File: config.mk
export PLATFORM = sky130hd
export DESIGN_NAME = pipeline_hazard_ctrl
export DESIGN_NICKNAME = d
export VERILOG_FILES = /design/src/rtl/pipeline_hazard_ctrl.sv
export SDC_FILE = /design/constraint.sdc
export NUM_CORES = 1
export LEC_CHECK = 0
export ABC_CLOCK_PERIOD_IN_PS = 3250
export BUFFER_PORTS_ARGS = -buffer_cell sky130_fd_sc_hd__buf_2
export CELL_PAD_IN_SITES_DETAIL_PLACEMENT = 0
export CELL_PAD_IN_SITES_GLOBAL_PLACEMENT = 2
export CORE_MARGIN = 5
export CORE_UTILIZATION = 28
export DETAILED_ROUTE_END_ITERATION = 16
export GPL_ROUTABILITY_DRIVEN = 0
export PLACE_DENSITY = 0.79
export SLEW_MARGIN = 10
export SYNTH_ARGS = -nofsm -noshare
export SYNTH_HDL_FRONTEND = slang
export SYNTH_SLANG_ARGS = --single-unit
File: constraint.sdc
create_clock -name clk -period 3.25 [get_ports clk]
set_input_delay 0.975 -clock clk [delete_from_list [all_inputs] [get_ports clk]]
set_output_delay 0.975 -clock clk [all_outputs]
set_load 0.05 [all_outputs]
File: src/rtl/pipeline_hazard_ctrl.sv
// Stall/flush sequencer for a 5-stage IF/ID/EX/MEM/WB pipeline: stage-register enables,
// bubble inserts and stall/flush performance counters.
module pipeline_hazard_ctrl #(
  parameter bit          FORWARDING = 1'b1,
  parameter int unsigned CNT_W      = 32
) (
  input  logic             clk,
  input  logic             reset_n,
  input  logic [4:0]       fd_rs,
  input  logic [4:0]       fd_rt,
  input  logic             fd_uses_rt,
  input  logic [4:0]       de_dst_reg,
  input  logic             de_reg_write,
  input  logic             de_mem_read,
  input  logic [4:0]       em_dst_reg,
  input  logic             em_reg_write,
  input  logic             em_redirect,
  input  logic             dmem_req,
  input  logic             dmem_ready,
  input  logic             imem_ready,
  input  logic             cnt_clr,
  output logic             pc_wren,
  output logic             fd_wren,
  output logic             de_wren,
  output logic             em_wren,
  output logic             mw_wren,
  output logic             fd_bubble,
  output logic             de_bubble,
  output logic             em_bubble,
  output logic [1:0]       state,
  output logic [CNT_W-1:0] stall_cnt,
  output logic [CNT_W-1:0] flush_cnt
);

  typedef enum logic [1:0] {
    StRun     = 2'd0,
    StMemWait = 2'd1,
    StLdStall = 2'd2,
    StIfWait  = 2'd3
  } state_e;

  state_e           state_q, state_d;
  logic [CNT_W-1:0] stall_q, stall_d;
  logic [CNT_W-1:0] flush_q, flush_d;

  logic memwait, de_match, em_match, hazard, take_redirect;

  // r0 is hardwired to zero, so it never creates a dependency.
  assign de_match = (de_dst_reg != 5'd0) &&
                    ((de_dst_reg == fd_rs) || (fd_uses_rt && (de_dst_reg == fd_rt)));
  assign em_match = (em_dst_reg != 5'd0) &&
                    ((em_dst_reg == fd_rs) || (fd_uses_rt && (em_dst_reg == fd_rt)));

  assign memwait = dmem_req & ~dmem_ready;
  assign hazard  = FORWARDING ? (de_mem_read & de_reg_write & de_match)
                              : ((de_reg_write & de_match) | (em_reg_write & em_match));
  assign take_redirect = reset_n & ~memwait & em_redirect;

  // State register
  always_ff @(posedge clk or negedge reset_n) begin
    if (!reset_n) begin
      state_q <= StRun;
    end else begin
      state_q <= state_d;
    end
  end

  // Next-state logic: depends only on this cycle's condition
  always_comb begin
    state_d = StRun;
    if (memwait) begin
      state_d = StMemWait;
    end else if (em_redirect) begin
      state_d = StRun;
    end else if (hazard) begin
      state_d = StLdStall;
    end else if (!imem_ready) begin
      state_d = StIfWait;
    end
  end

  // Output logic
  always_comb begin
    pc_wren   = 1'b0;
    fd_wren   = 1'b0;
    de_wren   = 1'b0;
    em_wren   = 1'b0;
    mw_wren   = 1'b0;
    fd_bubble = 1'b0;
    de_bubble = 1'b0;
    em_bubble = 1'b0;
    if (reset_n && !memwait) begin
      de_wren = 1'b1;
      em_wren = 1'b1;
      mw_wren = 1'b1;
      if (em_redirect) begin
        pc_wren   = 1'b1;
        fd_wren   = 1'b1;
        fd_bubble = 1'b1;
        de_bubble = 1'b1;
        em_bubble = 1'b1;
      end else if (hazard) begin
        // Hold PC and FD; the bubble drains the load so the stall lasts one cycle.
        de_bubble = 1'b1;
      end else if (!imem_ready) begin
        fd_wren   = 1'b1;
        fd_bubble = 1'b1;
      end else begin
        pc_wren = 1'b1;
        fd_wren = 1'b1;
      end
    end
  end

  always_comb begin
    stall_d = stall_q;
    flush_d = flush_q;
    if (cnt_clr) begin
      stall_d = '0;
      flush_d = '0;
    end else begin
      if (!pc_wren) stall_d = stall_q + CNT_W'(1);
      if (take_redirect) flush_d = flush_q + CNT_W'(1);
    end
  end

  always_ff @(posedge clk or negedge reset_n) begin
    if (!reset_n) begin
      stall_q <= '0;
      flush_q <= '0;
    end else begin
      stall_q <= stall_d;
      flush_q <= flush_d;
    end
  end

  assign state     = state_q;
  assign stall_cnt = stall_q;
  assign flush_cnt = flush_q;

endmodule

==> reports/metrics.csv <==
metric;value;unit
synthFlopType;dfrtp_1;
async_flop_share;1.00;
die_area;15300;um^2
rows;41;
grt_util_all_layers;0.138;
whs;0.563;ns
final.setup.worst_slack;-0.197;ns
start_util;0.286;
synthTopCellsByCount;dfrtp_1, a21oi_1, nor2_1;
drtPass1Iterations;4;
slew_headroom;0.597;
antenna_found_initial;0;
drive_gt1_frac;0.307;
rsz0062_at_grt;true;
syn_avg_cell_area;9.14;um^2
setup_violations;4;
io_pins;105;
end_kind;output port;
detail_route.wl_per_cell;14.8;um
netlist.area_leader.share;0.455;
cp-startpoint;de_dst_reg[1];
yosysTopAreaCell;dfrtp_1;
endpoint;pc_wren;
whs_path_depth;2;
p_clk_frac;0.485;
critPathKind;in2out;
seq_area_frac_synth;0.455;
yosys-top-cells-area;dfrtp_1, xnor2_1, a21oi_1;
p_comb_frac;0.107;
core;12700;um^2
netlist_instances;397;
path_clk_slew;0.05;ns
p_int;1.55;mW
n_antenna_cell;0;
status;finished with violations;
drv_cap;0;
startpoint_type;input pin;
ir_worst_vdd;0.240;mV
grt_max_degree;33;
seqPwrFrac;0.409;
r2r_slack;0.98;ns
wl;10.1;mm
final.setup_skew;0.00769;ns
final_cell_count_no_fill;683;
grt_pass1_wl;16.8;mm
violations;setup timing;
nFillCells;1322;
switching_share;0.242;
num_vias;3348;
critPathMaxFanout;2;
numCtsBuffers;9;
die_y;124;um
syn_nets;430;
synth_cell_type_count;39;
hpwl;7.25;mm
hold_viol_final;0;
ys_seq_elements;66;
io_buffers;98;
ys_warn_count;0;
grt_pass1_vias;3323;
postCtsHoldBufs;0;
syn_area;3630;um^2
antenna_left;0;
rr_endpoint;stall_cnt[26];
fin_crit_sh;1.06;
cts_root_buffer;clkbuf_16;
r2r-start;stall_cnt[4];
clk_latency;0.32;ns
reg2reg_depth;6;
slew_viol_final;0;
tritoncts;done;
worstPathArrival;2.47;ns
fp.dieW;124;um
min_path_type;reg2reg;
cts.sinks;66;
dpl.cell_count;665;
synth_edf_count;0;
required;2.27;ns
synthMostInstantiatedCell;dfrtp_1;
tightest_slew;0.605;ns
overflow;0;
min_period;3.45;ns
final_nets;540;
drt-initial-drc-count;130;
power.switching;0.496;mW
htreeDepth;3;
p_per_area;423;nW/um^2
cts_buffer_depth;2;
max_freq;290;MHz
drcViolationCount;0;
area_growth;33.7;%
vias_per_cell;4.90;
total_leakage_power;2.21;nW
post-route-util;0.383;
==> layout by cell type, fill, tap and decap left out, types with 3 or more instances in the layout <==
cell       netlist  routed
nor2_1          34      33
clkbuf_8         0       3
o21ai_0         19      19
xnor2_2          0       5
and4_1           6       6
nand2_1         26      26
nand4_1          9       9
inv_1           10      10
o21ai_1          9       9
o31ai_1          7       7
nand3_1         25      24
or3_1           30      30
and3_1          17      17
and2_1           3       3
buf_6            4      10
xor2_1           7       7
buf_2            2      91
dfrtp_1         66      66
a21oi_1         41      38
or4_1            8       7
clkbuf_16        0       9
nor3_1           8       8
nor2b_1          4       4
buf_4            2      18
xnor2_1         26      21
==> worst min path at each step <==
| stage | start | end | slack (ns) |
|---|---|---|---|
| global route | stall_cnt[26] | stall_cnt[26] | 0.60 |
| global placement | stall_cnt[26] | stall_cnt[26] | 0.54 |
| finish | stall_cnt[26] | stall_cnt[26] | 0.56 |
| detailed placement | stall_cnt[26] | stall_cnt[26] | 0.56 |
| CTS | stall_cnt[26] | stall_cnt[26] | 0.57 |
| floorplan | reset_n | flush_cnt[0] | 0.68 |
==> registers in the layout, indices dropped and copies added, names as in the netlist <==
name and flops:
flush_cnt 32, stall_cnt 32, state 2
==> through the flow <==
step	TNS [ns]	total power [mW]	setup slack (ns)	area (um^2)
floorplan	-0.217	0.972	-0.118	3650
global placement	-0.673	1.04	-0.312	4370
detailed placement	-0.761	1.05	-0.329	4370
CTS	-0.287	2.07	-0.187	4770
global route	-0.672	2.13	-0.240	4850
finish	-0.473	2.05	-0.197	4850
==> per-layer routing <==
metal  vias up  wire [um]  track usage
met5         -          0            0
met3        14        519       0.0400
met2        76       4930        0.231
met1      1617       4520        0.176
li1       1641          -            -
met4         0        160       0.0353
==> worst max-delay path, cell delays in order <==
cell and delay [ns]:
buf_6 0.09, or4_4 0.54, o211ai_4 0.21, nor2_4 0.06
a221oi_4 0.36, buf_6 0.22
==> layout make-up <==
cell class,instances,area (um^2),share of cell area
clock inverter,2,35.0,0.00722
clock buffer,13,270,0.0557
multi-input combinational,300,1920,0.396
timing repair buffer,120,718,0.148
sequential,66,1650,0.340
tap,172,215,0.0444
inverter,10,37.5,0.00774
==> power groups by stage <==
stage / Sequential [mW] / Combinational (mW) / Clock (mW)
finish: 0.838 / 0.219 / 0.994
global route: 0.838 / 0.237 / 1.05
CTS: 0.838 / 0.210 / 1.02
detailed placement: 0.852 / 0.194 / 0
global placement: 0.852 / 0.193 / 0
floorplan: 0.876 / 0.0958 / 0
==> kinds of logic after synthesis <==
| kind of cell | after synthesis | share of synthesized area |
|---|---|---|
| xor gates and xnor gates | 33 | 0.0797 |
| buffers and inverters | 31 | 0.0434 |
| AOI/OAI and AO/OA | 82 | 0.131 |
| DFF | 66 | 0.455 |
| adders and majority gates | 2 | 0.00690 |
| muxes | 4 | 0.0138 |
| and+or+nand+nor | 179 | 0.270 |
==> what timing repair did <==
action / CTS / global route
resized for setup: 18 / 12
setup buffers: 3 / 3
pin swaps: 8 / 8
endpoints found under the setup margin: 4 / 4
Note: power is estimated with default switching activity, not from simulation.
